### src/rtl/pipeline_run_ctrl.sv
// Run/step/pause/clear sequencer for the 5-stage pipeline, driven by the debug unit.
// A fetched HALT drains the in-flight instructions through WB, then parks in HALTED.
module pipeline_run_ctrl #(
  parameter int NBITS        = 32,
  parameter int DRAIN_CYCLES = 4
) (
  input  logic             i_clk,
  input  logic             i_rst,
  input  logic             i_cmd_valid,
  input  logic [1:0]       i_cmd,
  output logic             o_cmd_ready,
  input  logic             i_halt_fetched,
  output logic             o_pipe_en,
  output logic             o_pc_en,
  output logic             o_pipe_flush,
  output logic [2:0]       o_state,
  output logic [NBITS-1:0] o_cycle_cnt,
  output logic             o_done
);

  localparam int DW = (DRAIN_CYCLES < 2) ? 1 : $clog2(DRAIN_CYCLES + 1);
  localparam logic [DW-1:0] DRAIN_LOAD = DW'(DRAIN_CYCLES);
  localparam logic [DW-1:0] DRAIN_ONE  = DW'(1);

  localparam logic [1:0] CMD_STOP  = 2'b00;
  localparam logic [1:0] CMD_RUN   = 2'b01;
  localparam logic [1:0] CMD_STEP  = 2'b10;
  localparam logic [1:0] CMD_CLEAR = 2'b11;

  typedef enum logic [2:0] {
    IDLE   = 3'd0,
    RUN    = 3'd1,
    STEP   = 3'd2,
    DRAIN  = 3'd3,
    HALTED = 3'd4,
    CLEAR  = 3'd5
  } state_t;

  state_t           state_reg, state_next;
  logic [DW-1:0]    drain_reg, drain_next;
  logic [NBITS-1:0] cnt_reg;
  logic             done_reg;
  logic             cmd_acc;

  always_ff @(posedge i_clk) begin
    if (i_rst) begin
      state_reg <= IDLE;
      drain_reg <= '0;
      cnt_reg   <= '0;
      done_reg  <= 1'b0;
    end else begin
      state_reg <= state_next;
      drain_reg <= drain_next;
      done_reg  <= (state_next == HALTED) && (state_reg != HALTED);
      if (state_reg == CLEAR)
        cnt_reg <= '0;
      else if (o_pipe_en && (cnt_reg != {NBITS{1'b1}}))
        cnt_reg <= cnt_reg + NBITS'(1);
    end
  end

  always_comb begin
    state_next   = state_reg;
    drain_next   = drain_reg;
    o_pipe_en    = 1'b0;
    o_pc_en      = 1'b0;
    o_pipe_flush = 1'b0;
    o_cmd_ready  = 1'b0;

    case (state_reg)
      IDLE, HALTED: o_cmd_ready = 1'b1;
      RUN:   begin o_cmd_ready = 1'b1; o_pipe_en = 1'b1; o_pc_en = 1'b1; end
      STEP:  begin o_pipe_en = 1'b1; o_pc_en = 1'b1; end
      DRAIN: o_pipe_en = 1'b1;
      CLEAR: o_pipe_flush = 1'b1;
      default: ;
    endcase

    cmd_acc = i_cmd_valid && o_cmd_ready;

    case (state_reg)
      IDLE: begin
        if (cmd_acc) begin
          case (i_cmd)
            CMD_RUN:   state_next = RUN;
            CMD_STEP:  state_next = STEP;
            CMD_CLEAR: state_next = CLEAR;
            default:   state_next = IDLE;
          endcase
        end
      end
      RUN: begin
        // A fetched HALT outranks a simultaneous STOP so the program still retires cleanly
        if (i_halt_fetched) begin
          state_next = DRAIN;
          drain_next = DRAIN_LOAD;
        end else if (cmd_acc && (i_cmd == CMD_STOP)) begin
          state_next = IDLE;
        end
      end
      STEP: begin
        if (i_halt_fetched) begin
          state_next = DRAIN;
          drain_next = DRAIN_LOAD;
        end else begin
          state_next = IDLE;
        end
      end
      DRAIN: begin
        drain_next = drain_reg - DRAIN_ONE;
        if (drain_reg == DRAIN_ONE)
          state_next = HALTED;
      end
      HALTED: begin
        if (cmd_acc && (i_cmd == CMD_CLEAR))
          state_next = CLEAR;
      end
      CLEAR:   state_next = IDLE;
      default: state_next = IDLE;
    endcase
  end

  assign o_state     = state_reg;
  assign o_cycle_cnt = cnt_reg;
  assign o_done      = done_reg;

endmodule

### config.mk
export PLATFORM = sky130hd
export DESIGN_NAME = pipeline_run_ctrl
export DESIGN_NICKNAME = d
export VERILOG_FILES = /design/src/rtl/pipeline_run_ctrl.sv
export SDC_FILE = /design/constraint.sdc
export NUM_CORES = 1
export LEC_CHECK = 0
export ABC_CLOCK_PERIOD_IN_PS = 3300
export CORE_UTILIZATION = 45
export CTS_BUF_LIST = sky130_fd_sc_hd__clkbuf_4
export CTS_CLUSTER_DIAMETER = 200
export DETAILED_ROUTE_END_ITERATION = 12
export PLACE_DENSITY = 0.73
export SYNTH_ARGS = -nofsm -noshare
export SYNTH_HDL_FRONTEND = slang
export SYNTH_SLANG_ARGS = --single-unit
### constraint.sdc
create_clock -name i_clk -period 3.3 [get_ports i_clk]
set_clock_uncertainty 0.1 [all_clocks]
set_input_delay 0.495 -clock i_clk [delete_from_list [all_inputs] [get_ports i_clk]]
set_output_delay 0.495 -clock i_clk [all_outputs]
set_load 0.1 [all_outputs]
Word level (Yosys, flattened, before mapping)
Index checks and enable logic that the tools add are counted.
{ "classes": {"muxes": 14, "reduce_logical": 13, "eq_ne": 13, "add_sub_neg": 2} }
{ "op_table": {"columns": ["op", "n"], "rows": [
  ["32-bit by 1-bit adder with 32-bit output, second input constant", 1],
  ["32-bit != test, second input constant", 1],
  ["3-bit 2-to-1 mux", 6],
  ["3-bit case mux with 5 select lines", 1],
  ["3-bit equality test, second input constant", 3],
  ["3-bit case mux with 3 select lines", 1],
  ["3-bit by 1-bit equality test with 1-bit output, second input constant", 2],
  ["3-bit by 2-bit equality test with 1-bit output, second input constant", 2],
  ["3-bit case mux with 2 select lines", 1],
  ["3-bit OR reduction", 2],
  ["1-bit logical AND", 5],
  ["2-bit equality test, second input constant", 2],
  ["1-bit 2-to-1 mux", 4],
  ["2-bit OR reduction", 2],
  ["3-bit zero test", 1],
  ["3-bit != test, second input constant", 1],
  ["3-bit by 1-bit subtractor with 3-bit output, second input constant", 1],
  ["2-bit by 1-bit equality test with 1-bit output, second input constant", 1],
  ["2-bit zero test", 1],
  ["2-bit 2-to-1 mux", 1],
  ["2-bit by 1-bit != test with 1-bit output, second input constant", 1],
  ["2-bit AND reduction", 1],
  ["2-bit nonzero test", 1]
]} }
{ "word_totals": {"inputBits": 6, "reg_bits": 39, "output_inout_bits": 40} }

Logic depth before layout (Yosys ltp)
{ "logic_depth": {"word_depth": 10, "depth_mapped": 7, "ltp_nobuf": 7} }

Worst setup path after synthesis
No wires, ideal clock.
{ "synth_path": {"path_kind": "register to register", "start": "register state_reg[0] (netlist: o_state[0])", "end": "register cnt_reg[28] (netlist: o_cycle_cnt[28])", "arrival_ps": 3260, "period_less_slack_ps": 3476, "path_slack_ps": -176, "t_required_ps": 3084, "stages_incl_launch_ff": 8, "setup_time_ps": 116, "n_path_buf": 1, "cell_sequence": "dfxtp_1 -> buf_4 -> o21bai_4 -> inv_1 -> nand3_1 -> nor4_1 -> a21oi_1 -> a31o_2"} }
{ "synth_between": {"elab_chain_len": 4, "word_cells_on_any_way": 8, "cone_classes": "eq/ne: 4; mux: 1; reduce/logical: 3"} }
{ "synth_rtl": {"columns": ["element", "line", "rtl"], "rows": [
  ["start, declared", "39", "state_t state_reg, state_next;"],
  ["start signal, assigned", "52", "state_reg <= state_next;"],
  ["3-bit by 2-bit equality test with 1-bit output or 3-bit by 1-bit equality test with 1-bit output (tied branches)", "70", "case (state_reg)"],
  ["3-bit OR reduction (no line) *", null, null],
  ["1-bit 2-to-1 mux *", "70", null],
  ["net o_pipe_en", "13", "output logic o_pipe_en,"],
  ["1-bit logical AND *", "57", "else if (o_pipe_en && (cnt_reg != {NBITS{1'b1}}))"],
  ["end signal, assigned", "58", "cnt_reg <= cnt_reg + NBITS'(1);"],
  ["end, declared", "41", "logic [NBITS-1:0] cnt_reg;"]
]} }
Mark *: on every way through the listed nets, which the timed path passes. The rest lies on a longest branch.
A chain may end at the register's enable or synchronous reset.

Worst setup path after layout
{ "layout_path": {"start": "register state_reg[1] (netlist: o_state[1])", "end": "register cnt_reg[27] (netlist: o_cycle_cnt[27])"} }
{ "layout_between": {"elab_chain_len": 4, "word_cells_on_any_way": 8, "cone_classes": "eq/ne: 4; mux: 1; reduce/logical: 3"} }
{ "layout_rtl": {"columns": ["element", "line"], "rows": [
  ["3-bit by 2-bit equality test with 1-bit output or 3-bit by 1-bit equality test with 1-bit output (tied branches)", "70"],
  ["3-bit OR reduction (no line)", null],
  ["1-bit 2-to-1 mux", "70"],
  ["1-bit logical AND", "57"]
]} }
Several ways; a longest one is shown, not always the timed one.

==> results.yml <==
cts:
  clock_latency_ns: 0.34
  post-cts-setup-buffers: 0
  clock_path_buffers: 2
  tritoncts: "yes"
  cts-resized-gates: 0
  cts_inserted_buffers: 5
  clock-sinks: 39
  clk_root_buffer_cell: "clkbuf_4"
  cts_hold_buf: 0
  htree_levels: 2
  clk_pin_slew_ns: 0.12
logic_synthesis:
  synth_area_leaders: "dfxtp_1 (38%), a21oi_1 (5.1%), or3_1 (4.2%)"
  synth_edf_count: 0
  yosysTopAreaCell: "dfxtp_1"
  async_flop_share_pct: 0
  synth_seq_cells: 39
  synthCells: 254
  avgSynthCellArea_sq_um: 8.13
  synth.cell_area_sq_mm: 0.00206
  synth_nets: 263
  ys.flop_type: "dfxtp_1"
  synth_cell_type_count: 44
  yosysWarnings: 0
  ys_seq_area_share_pct: 37.8
  synth_top_area_share_pct: 37.8
grt:
  overflow: 0
  grt_max_degree: 23
  grtUsageTotal_pct: 20.0
  antenna_found_initial: 0
  grt_pass1_wl_mm: 7.89
  grt_pass1_vias: 1757
power:
  power_density_mw_per_mm2: 408
  leakagePower_nw: 0.913
  irDropWorstVdd_mv: 0.270
  design_power_total_mw: 1.02
flow_run:
  maxCapViolCount: 0
cells_and_area:
  fin_cells: 351
  final_util_pct: 56.9
  largest_reg_flops: 32
  area_delta_synth_final_pct: 20.8
  mostFrequentLayoutCells: "buf_4 (43), dfxtp_1 (39), nand2_1 (22)"
  layout_commonest_cell: "buf_4"
  diodes: 0
  final_nets: 308
  finalInstanceArea_sq_mm: 0.00249
  fillCellCount: 435
  multi_input_area_sq_mm: 0.00119
  seqCellArea_sq_um: 781
  drive_gt1_share_pct: 20.4
critical_path:
  path_max_fanout: 11
  critical_path_class: "reg -> reg"
  r2r-start: "o_state[1]$_SDFF_PP0_"
  required_ns: 3.47
  cp-start-kind: "flop"
  cp-end-kind: "flop"
  startpoint: "o_state[1]$_SDFF_PP0_"
  cp.arrival_ns: 2.67
drt:
  vias_per_cell: 5.65
  ant_nets: 0
  drc: 0
  first_iter_violations: 141
  wl_per_cell_um: 13.2
  firstDrtPassIters: 4
  drt_wl_total_mm: 4.63
  vias: 1983
placement:
  place_area_sq_mm: 0.00245
  io_buffer_count: 45
  routabilityCongestion: 0.777
  dpl.cell_count: 344
  dpl.hpwl_mm: 3.29
  place_ws_ns: 0.858
sta:
  rsz0062_at_grt: "false"
  holdWs_ns: 0.395
  relSlewSlack_pct: 34.9
  fin_crit_ns: 2.50
  max_freq_ghz: 0.400
  slew_viol_final: 0
  worst_slew_pin_slew_ns: 0.974
  setup_viol: 0
  setup_ws_ns: 0.801
  setup_tns_ns: 0
  fin_crit_sh_pct: 75.7
  hold_viol: 0
die:
  rows: 24
  start_util_pct: 47.1
  core_sq_mm: 0.00438
  pin_count: 46
  die_w_um: 69.7
  die_y_um: 69.7
  dieArea_sq_mm: 0.00486
outcome:
  outcome: "completed"
worst_hold_path:
  holdCritStartpoint: "drain_reg[0]$_SDFFE_PP0P_"
  hp-class: "reg -> reg"
[cell type report]
cell class / count / share of cell area [%]
Multi-Input combinational cell: 196 / 47.5
Sequential cell: 39 / 31.3
Timing Repair Buffer: 49 / 15.3
Tap cell: 52 / 2.61
Clock buffer: 5 / 1.50
Inverter: 8 / 1.35
Clock inverter: 2 / 0.351
[worst paths after layout]
path | slack (ns) | cells past startpoint | endpoint
hold / removal | 0.39 | 2 | drain_reg[0]$_SDFFE_PP0P_
hold reg to reg | 0.39 | 2 | drain_reg[0]$_SDFFE_PP0P_
setup / recovery | 0.80 | 5 | o_cycle_cnt[27]$_SDFFE_PP0P_
setup reg to reg | 0.80 | 5 | o_cycle_cnt[27]$_SDFFE_PP0P_
[synth_stat cells, types with 7 or more instances]
cell type,count
dfxtp_1,39
nand2_1,22
a21oi_1,21
nor2_1,20
o21ai_0,15
or3_1,14
nand3_1,13
nand4_1,9
a31oi_1,8
inv_1,8
xnor2_1,8
or4_1,7
[where the power goes]
part	internal, mW	switching, mW
clock	0.0757	0.151
combinational	0.0687	0.214
sequential	0.485	0.0250
total	0.629	0.390
[cell families (layout without fill, tap and decap cells)]
family / count (synthesis) / after routing / share of synthesized area (%)
flip-flops: 39 / 39 / 37.8
adder cells (fa/ha/maj): 3 / 3 / 1.82
AO/OA/AOI/OAI: 64 / 64 / 19.2
AND/OR/NAND/NOR: 119 / 119 / 32.0
XOR/XNOR: 10 / 10 / 4.24
buffers and inverters: 19 / 64 / 4.91
[routing by layer]
layer	GRT usage (%)	vias to the layer above	part of all wire (%)
li1	-	1028	-
met1	26.9	898	49
met2	31.1	53	46
met3	4.94	4	4.7
met4	7.11	0	0.56
met5	0	-	0
[critical path: stages, from the launching register on]
cell and delay [ns]:
dfxtp_1 0.60, o21bai_4 0.17, or4_1 0.57, a211o_1 0.37
or3_2 0.48, a21oi_1 0.16
No activity file was read; power rests on OpenSTA's default activity.
